`config.mk`:
```
export PLATFORM = sky130hd
export DESIGN_NAME = rtable_env_flat
export DESIGN_NICKNAME = d
export VERILOG_FILES = /design/src/rtl/rtable_env_if.sv /design/src/rtl/rtable_env.sv /design/src/flat_wrapper.sv
export SDC_FILE = /design/constraint.sdc
export NUM_CORES = 2
export LEC_CHECK = 0
export ABC_AREA = 1
export CAP_MARGIN = 40
export CORE_MARGIN = 2
export CORE_UTILIZATION = 51
export DETAILED_ROUTE_END_ITERATION = 10
export PLACE_DENSITY = 0.72
export SYNTH_ARGS = -nofsm -noshare
export SYNTH_HDL_FRONTEND = slang
export SYNTH_SLANG_ARGS = --single-unit
```
`constraint.sdc`:
```
create_clock -name i_clk -period 2.3 [get_ports i_clk]
set_clock_uncertainty 0.1 [all_clocks]
set_input_delay 0.46 -clock i_clk [delete_from_list [all_inputs] [get_ports i_clk]]
set_output_delay 0.46 -clock i_clk [all_outputs]
set_load 0.1 [all_outputs]
```
`src/rtl/rtable_env_if.sv`:
```
// rtl/rtable_env_if.sv - request/response and override-write bundle for rtable_env
// master drives requests and override writes; slave is the reward unit.

interface rtable_env_if #(
   parameter int ROW_BITS   = 3,
   parameter int COL_BITS   = 3,
   parameter int DATA_WIDTH = 8
);
   localparam int ADDR_W = ROW_BITS + COL_BITS + 2;

   logic                  i_req_valid;
   logic                  o_req_ready;
   logic [ADDR_W-1:0]     i_req_addr;
   logic                  o_rsp_valid;
   logic                  i_rsp_ready;
   logic [DATA_WIDTH-1:0] o_reward;
   logic [ROW_BITS-1:0]   o_next_row;
   logic [COL_BITS-1:0]   o_next_col;
   logic                  o_wall;
   logic                  o_terminal;
   logic                  i_wr_en;
   logic                  i_wr_clr;
   logic [ADDR_W-1:0]     i_wr_addr;
   logic [DATA_WIDTH-1:0] i_wr_data;

   modport master (
      output i_req_valid, i_req_addr, i_rsp_ready, i_wr_en, i_wr_clr, i_wr_addr, i_wr_data,
      input  o_req_ready, o_rsp_valid, o_reward, o_next_row, o_next_col, o_wall, o_terminal
   );

   modport slave (
      input  i_req_valid, i_req_addr, i_rsp_ready, i_wr_en, i_wr_clr, i_wr_addr, i_wr_data,
      output o_req_ready, o_rsp_valid, o_reward, o_next_row, o_next_col, o_wall, o_terminal
   );
endinterface

```
`src/rtl/rtable_env.sv`:
```
// rtl/rtable_env.sv - grid-world reward/next-state unit, 2-stage pipe with override table
// Optional macro RTABLE_STEP_PENALTY_EN: plain moves return -STEP_PENALTY instead of 0.

module rtable_env #(
   parameter int ROW_BITS     = 3,
   parameter int COL_BITS     = 3,
   parameter int DATA_WIDTH   = 8,
   parameter int GOAL_ROW     = 7,
   parameter int GOAL_COL     = 7,
   parameter int WALL_REWARD  = -127,
   parameter int GOAL_REWARD  = 127,
   parameter int STEP_PENALTY = 1
) (
   input logic         i_clk,
   input logic         i_rst_n,
   rtable_env_if.slave bus
);
   localparam int ADDR_W = ROW_BITS + COL_BITS + 2;
   localparam int DEPTH  = 2 ** ADDR_W;

`ifdef RTABLE_STEP_PENALTY_EN
   localparam int STEP_SCALE = 1;
`else
   localparam int STEP_SCALE = 0;
`endif
   localparam int STEP_REWARD = -(STEP_SCALE * STEP_PENALTY);

   localparam logic [DATA_WIDTH-1:0] WALL_R     = WALL_REWARD[DATA_WIDTH-1:0];
   localparam logic [DATA_WIDTH-1:0] GOAL_R     = GOAL_REWARD[DATA_WIDTH-1:0];
   localparam logic [DATA_WIDTH-1:0] STEP_R     = STEP_REWARD[DATA_WIDTH-1:0];
   localparam logic [ROW_BITS-1:0]   GOAL_ROW_V = GOAL_ROW[ROW_BITS-1:0];
   localparam logic [COL_BITS-1:0]   GOAL_COL_V = GOAL_COL[COL_BITS-1:0];

   logic [DEPTH-1:0]      ov_valid_q, ov_valid_d;
   logic [DATA_WIDTH-1:0] ov_mem_q [DEPTH];

   logic                  s1_valid_q, s1_valid_d;
   logic [ADDR_W-1:0]     s1_addr_q, s1_addr_d;
   logic                  s1_hit_q, s1_hit_d;
   logic [DATA_WIDTH-1:0] s1_data_q, s1_data_d;

   logic                  rsp_valid_q, rsp_valid_d;
   logic [DATA_WIDTH-1:0] reward_q, reward_d;
   logic [ROW_BITS-1:0]   next_row_q, next_row_d;
   logic [COL_BITS-1:0]   next_col_q, next_col_d;
   logic                  wall_q, wall_d;
   logic                  term_q, term_d;

   logic                  advance, accept, wall, goal;
   logic [ROW_BITS-1:0]   cur_row, nxt_row;
   logic [COL_BITS-1:0]   cur_col, nxt_col;
   logic [DATA_WIDTH-1:0] reward;

   assign advance = !rsp_valid_q || bus.i_rsp_ready;
   assign accept  = bus.i_req_valid && advance;

   always_comb begin
      ov_valid_d = ov_valid_q;
      if (bus.i_wr_en) ov_valid_d[bus.i_wr_addr] = !bus.i_wr_clr;
   end

   // Data array carries no reset; only the valid bits define table contents.
   always_ff @(posedge i_clk) begin
      if (bus.i_wr_en && !bus.i_wr_clr) ov_mem_q[bus.i_wr_addr] <= bus.i_wr_data;
   end

   // S1 captures the RAM word once at acceptance and holds it through stalls.
   always_comb begin
      s1_valid_d = advance ? bus.i_req_valid : s1_valid_q;
      s1_addr_d  = accept ? bus.i_req_addr : s1_addr_q;
      s1_hit_d   = accept ? ov_valid_q[bus.i_req_addr] : s1_hit_q;
      s1_data_d  = accept ? ov_mem_q[bus.i_req_addr] : s1_data_q;
   end

   always_comb begin
      cur_row = s1_addr_q[ADDR_W-1 -: ROW_BITS];
      cur_col = s1_addr_q[2 +: COL_BITS];
      nxt_row = cur_row;
      nxt_col = cur_col;
      wall    = 1'b0;
      case (s1_addr_q[1:0])
         2'b00:   if (cur_col == '0) wall = 1'b1; else nxt_col = cur_col - COL_BITS'(1);
         2'b01:   if (cur_row == '0) wall = 1'b1; else nxt_row = cur_row - ROW_BITS'(1);
         2'b10:   if (cur_col == '1) wall = 1'b1; else nxt_col = cur_col + COL_BITS'(1);
         default: if (cur_row == '1) wall = 1'b1; else nxt_row = cur_row + ROW_BITS'(1);
      endcase
      goal = (nxt_row == GOAL_ROW_V) && (nxt_col == GOAL_COL_V);
      if (s1_hit_q)  reward = s1_data_q;
      else if (wall) reward = WALL_R;
      else if (goal) reward = GOAL_R;
      else           reward = STEP_R;
   end

   always_comb begin
      rsp_valid_d = rsp_valid_q;
      reward_d    = reward_q;
      next_row_d  = next_row_q;
      next_col_d  = next_col_q;
      wall_d      = wall_q;
      term_d      = term_q;
      if (advance) begin
         rsp_valid_d = s1_valid_q;
         if (s1_valid_q) begin
            reward_d   = reward;
            next_row_d = nxt_row;
            next_col_d = nxt_col;
            wall_d     = wall;
            term_d     = goal;
         end
      end
   end

   always_ff @(posedge i_clk or negedge i_rst_n) begin
      if (!i_rst_n) begin
         ov_valid_q  <= '0;
         s1_valid_q  <= 1'b0;
         s1_addr_q   <= '0;
         s1_hit_q    <= 1'b0;
         s1_data_q   <= '0;
         rsp_valid_q <= 1'b0;
         reward_q    <= '0;
         next_row_q  <= '0;
         next_col_q  <= '0;
         wall_q      <= 1'b0;
         term_q      <= 1'b0;
      end else begin
         ov_valid_q  <= ov_valid_d;
         s1_valid_q  <= s1_valid_d;
         s1_addr_q   <= s1_addr_d;
         s1_hit_q    <= s1_hit_d;
         s1_data_q   <= s1_data_d;
         rsp_valid_q <= rsp_valid_d;
         reward_q    <= reward_d;
         next_row_q  <= next_row_d;
         next_col_q  <= next_col_d;
         wall_q      <= wall_d;
         term_q      <= term_d;
      end
   end

   assign bus.o_req_ready = advance;
   assign bus.o_rsp_valid = rsp_valid_q;
   assign bus.o_reward    = reward_q;
   assign bus.o_next_row  = next_row_q;
   assign bus.o_next_col  = next_col_q;
   assign bus.o_wall      = wall_q;
   assign bus.o_terminal  = term_q;
endmodule
```
`src/flat_wrapper.sv`:
```
// flat-port wrapper written by rule: the top's interface ports become plain ports
module rtable_env_flat 
#(
   parameter int ROW_BITS     = 3,
   parameter int COL_BITS     = 3,
   parameter int DATA_WIDTH   = 8,
   parameter int GOAL_ROW     = 7,
   parameter int GOAL_COL     = 7,
   parameter int WALL_REWARD  = -127,
   parameter int GOAL_REWARD  = 127,
   parameter int STEP_PENALTY = 1
)
  (i_clk, i_rst_n, bus_i_req_valid, bus_i_req_addr, bus_i_rsp_ready, bus_i_wr_en, bus_i_wr_clr, bus_i_wr_addr, bus_i_wr_data, bus_o_req_ready, bus_o_rsp_valid, bus_o_reward, bus_o_next_row, bus_o_next_col, bus_o_wall, bus_o_terminal);
  rtable_env_if #(.ROW_BITS(ROW_BITS), .COL_BITS(COL_BITS), .DATA_WIDTH(DATA_WIDTH)) bus_i ();
  input logic i_clk;
  input logic i_rst_n;
  input wire logic [$bits(bus_i.i_req_valid)-1:0] bus_i_req_valid;
  input wire logic [$bits(bus_i.i_req_addr)-1:0] bus_i_req_addr;
  input wire logic [$bits(bus_i.i_rsp_ready)-1:0] bus_i_rsp_ready;
  input wire logic [$bits(bus_i.i_wr_en)-1:0] bus_i_wr_en;
  input wire logic [$bits(bus_i.i_wr_clr)-1:0] bus_i_wr_clr;
  input wire logic [$bits(bus_i.i_wr_addr)-1:0] bus_i_wr_addr;
  input wire logic [$bits(bus_i.i_wr_data)-1:0] bus_i_wr_data;
  output wire logic [$bits(bus_i.o_req_ready)-1:0] bus_o_req_ready;
  output wire logic [$bits(bus_i.o_rsp_valid)-1:0] bus_o_rsp_valid;
  output wire logic [$bits(bus_i.o_reward)-1:0] bus_o_reward;
  output wire logic [$bits(bus_i.o_next_row)-1:0] bus_o_next_row;
  output wire logic [$bits(bus_i.o_next_col)-1:0] bus_o_next_col;
  output wire logic [$bits(bus_i.o_wall)-1:0] bus_o_wall;
  output wire logic [$bits(bus_i.o_terminal)-1:0] bus_o_terminal;
  assign bus_i.i_req_valid = bus_i_req_valid;
  assign bus_i.i_req_addr = bus_i_req_addr;
  assign bus_i.i_rsp_ready = bus_i_rsp_ready;
  assign bus_i.i_wr_en = bus_i_wr_en;
  assign bus_i.i_wr_clr = bus_i_wr_clr;
  assign bus_i.i_wr_addr = bus_i_wr_addr;
  assign bus_i.i_wr_data = bus_i_wr_data;
  assign bus_o_req_ready = bus_i.o_req_ready;
  assign bus_o_rsp_valid = bus_i.o_rsp_valid;
  assign bus_o_reward = bus_i.o_reward;
  assign bus_o_next_row = bus_i.o_next_row;
  assign bus_o_next_col = bus_i.o_next_col;
  assign bus_o_wall = bus_i.o_wall;
  assign bus_o_terminal = bus_i.o_terminal;
  rtable_env #(.ROW_BITS(ROW_BITS), .COL_BITS(COL_BITS), .DATA_WIDTH(DATA_WIDTH), .GOAL_ROW(GOAL_ROW), .GOAL_COL(GOAL_COL), .WALL_REWARD(WALL_REWARD), .GOAL_REWARD(GOAL_REWARD), .STEP_PENALTY(STEP_PENALTY)) u_core (.i_clk(i_clk), .i_rst_n(i_rst_n), .bus(bus_i));
endmodule
```
==> metrics.yaml <==
outcome:
  outcome: "finished clean"
drt:
  drc: 0
  dr_total_vias: 71900
  drtIter0Drc: 11300
  ant_nets: 0
  drt-pass1-iter-count: 8
  wl_per_cell_microns: 23.9
  vias_per_cell: 5.94
  totalWireLength_mm: 290
sta:
  slew_headroom_pct: 41.3
  min_period_ns: 2.28
  rsz0062_at_grt: "yes"
  final_max_slew_viol_count: 0
  tightestPinTransition_ns: 0.878
  final_hold_viol_count: 0
  setup_viol: 0
  fin_crit_sh_pct: 99.2
  finalSetupTns_ns: 0
  whs_ns: 0.157
  finalWorstSetupSlack_ns: 0.0177
  fmax_mhz: 438
power_and_ir_drop:
  finalPower_w: 0.0914
  static-leakage-power_nw: 42.7
  peakVddDrop_mv: 0.644
  clock_power_share_pct: 39.8
  power_density_nw_per_um2: 797
  power_frac_seq_pct: 51.3
  power.internal_w: 0.0693
  combPwrFrac_pct: 8.9
  p_sw_w: 0.0221
  swShare_pct: 24.2
synthesis:
  synthTopCellsByCount: "nand2_1, nand3_1, edfxtp_1, nor2_1, o21ai_0"
  synth_area_per_cell_sq_um: 11.0
  syn_area_sq_um: 97300
  synth_flop_cell: "edfxtp_1"
  synth_top_family_by_area: "simple AND/OR/NAND/NOR gates"
  synth_edf_count: 2048
  async_flop_share_pct: 12.4
  synth_largest_area_cell: "edfxtp_1"
  synth_top_cell_area_share_pct: 63.2
  ys_seq_area_share_pct: 70.7
  synth-simple-area-share_pct: 24.1
  ys_ff_latch: 2339
  ys_warn_count: 0
  synth-compound-area-share_pct: 1.85
  syn_inst: 8826
  syn_nets: 8862
  synthDistinctLibCells: 33
  synthAdderAreaFrac_pct: 0.0771
  synth-xor-area-share_pct: 0.0180
  yosys.cell_count.top_type: "nand2_1"
  synth.area.mux_share_pct: 0
  synth_area_leaders: "edfxtp_1, nand3_1, nand2_1"
placement:
  dp_slack_ns: -0.666
  port_buffers: 47
  dp_hpwl_mm: 186
  place_congestion: 0.979
job:
  cap_violations: 0
die:
  core_area_sq_um: 190000
  pin_count: 48
  start_util_pct: 51.2
  die_area_sq_um: 194000
  die_h_microns: 441
  die_x_microns: 441
  rows: 160
layout:
  fillers: 14500
  nNetsFinal: 9431
  drive_gt1_share_pct: 13.4
  synthToLayoutAreaGrowth_pct: 17.8
  final_util_pct: 60.3
cts:
  cts_buffers: 225
  clk_latency_ns: 0.89
  clk_pin_slew_ns: 0.06
  cts_buffer_depth: 3
  numClockSinks: 2339
  h-tree-depth: 4
  cts_tree: "yes"
  clock-root-buffer: "clkbuf_16"
critical_path:
  worst-setup-path-type: "register to output port"
  cp.arrival_ns: 1.72
  cp.required_ns: 1.74
  critical_path.startpoint_type: "register"
  crit_fanout: 2
  rr_worst_depth: 12
  end_kind: "output port"
global_route:
  use_met2_pct: 46.2
  grt_pass1_vias: 68700
  grt_use_met1_pct: 39.5
  track_usage_pct: 29.5
  antenna_found_initial: 16
  grt_pass1_wl_mm: 430
  grt_max_degree: 122
  met3_usage_pct: 5.94
  grt-ovfl-total: 0
  top_usage_layer: "met2"
worst_hold_path:
  min_path_type: "input pin to async pin"
[critical path: stages (launching register included)]
cell	delay, ns
dfrtp_4	0.41
inv_2	0.04
nor2_4	0.11
clkinvlp_4	0.12
buf_12	0.17
[logic make-up (layout without fill, tap and decap cells)]
| kind of cell | Yosys count | count (layout) |
|---|---|---|
| buffers and inverters | 660 | 1431 |
| xor gates and xnor gates | 2 | 2 |
| adders and majority gates | 6 | 6 |
| and+or+nand+nor | 5468 | 5468 |
| DFF | 2339 | 2339 |
| AOI/OAI and AO/OA | 351 | 351 |
| other | 0 | 5 |
[power groups by stage]
stage | logic [W] | clock network, W | registers [W]
after global placement | 0.00782 | 0 | 0.0477
after detailed placement | 0.00794 | 0 | 0.0477
final | 0.00815 | 0.0363 | 0.0469
after global routing | 0.00863 | 0.0383 | 0.0469
after floorplan | 0.00348 | 0 | 0.0484
after CTS | 0.00802 | 0.0366 | 0.0469
[flip-flops by register name, indices dropped and copies added (netlist names)]
register and count:
u_core.bus.o_wall 1, u_core.bus.o_rsp_valid 1, u_core.bus.o_next_row 3, u_core.ov_valid_q 256, u_core.s1_valid_q 1, u_core.bus.o_next_col 3
u_core.s1_hit_q 1, u_core.s1_data_q 8, u_core.s1_addr_q 8, u_core.bus.o_reward 8, u_core.ov_mem_q 2048, u_core.bus.o_terminal 1
[metrics by stage]
step                instance area (sq um)  instances
floorplan                           97300       8826
global placement                   107000      11700
detailed placement                 107000      11700
CTS                                115000      12100
global route                       115000      12100
finish                             115000      12100
[timing repair]
item | in CTS | in global routing
hold buffers | 11 | 0
setup buffers | 2 | 1
hold endpoints to repair | 450 | 0
setup endpoints to repair | 1 | 7
pin swaps | 1 | 2
resized for setup | 3 | 3
[cells in the final DEF (no fill, tap or decap), types with 6 or more instances in the layout]
cell type	n
inv_1	47
nand2_1	2844
clkinv_1	47
nand3_1	2286
clkbuf_8	22
ha_1	6
clkdlybuf4s50_1	13
o21ai_0	326
a21oi_1	10
nor2_2	16
a21oi_2	6
nor2_1	313
clkbuf_16	227
dfrtp_1	290
clkbuf_1	61
buf_8	13
bufinv_16	12
dlygate4sd3_1	10
buf_4	700
clkinvlp_4	11
buf_12	204
edfxtp_1	2048
clkinv_2	36
[worst paths after layout]
kind	slack (ns)	startpoint	end
setup / recovery	0.02	u_core.bus.o_rsp_valid	bus_o_req_ready
hold / removal	0.16	i_rst_n	u_core.ov_valid_q[9]
setup reg to reg	0.16	u_core.s1_addr_q[3]	u_core.bus.o_reward[5]
hold reg to reg	0.36	u_core.s1_valid_q	u_core.bus.o_rsp_valid
max in group asynchronous	1.44	i_rst_n	u_core.ov_valid_q[187]
min in group i_clk	0.16	bus_i_req_addr[5]	u_core.s1_addr_q[5]
[layout make-up]
type	instances	area, sq um	area share [%]
inverter	60	265	0.231
timing repair buffer	942	9780	8.53
multi-input combinational	5827	25400	22.1
antenna	5	12.5	0.0109
tap	2511	3140	2.74
sequential	2339	68800	60.0
clock buffer	310	6210	5.42
clock inverter	119	1080	0.939
[metal layers]
layer	share of wire [%]	vias to the layer above
met5	0.024	-
met4	5.5	10
met3	11	770
met2	46	4512
met1	38	34500
li1	-	32100
(Power assumes the default switching activity.)
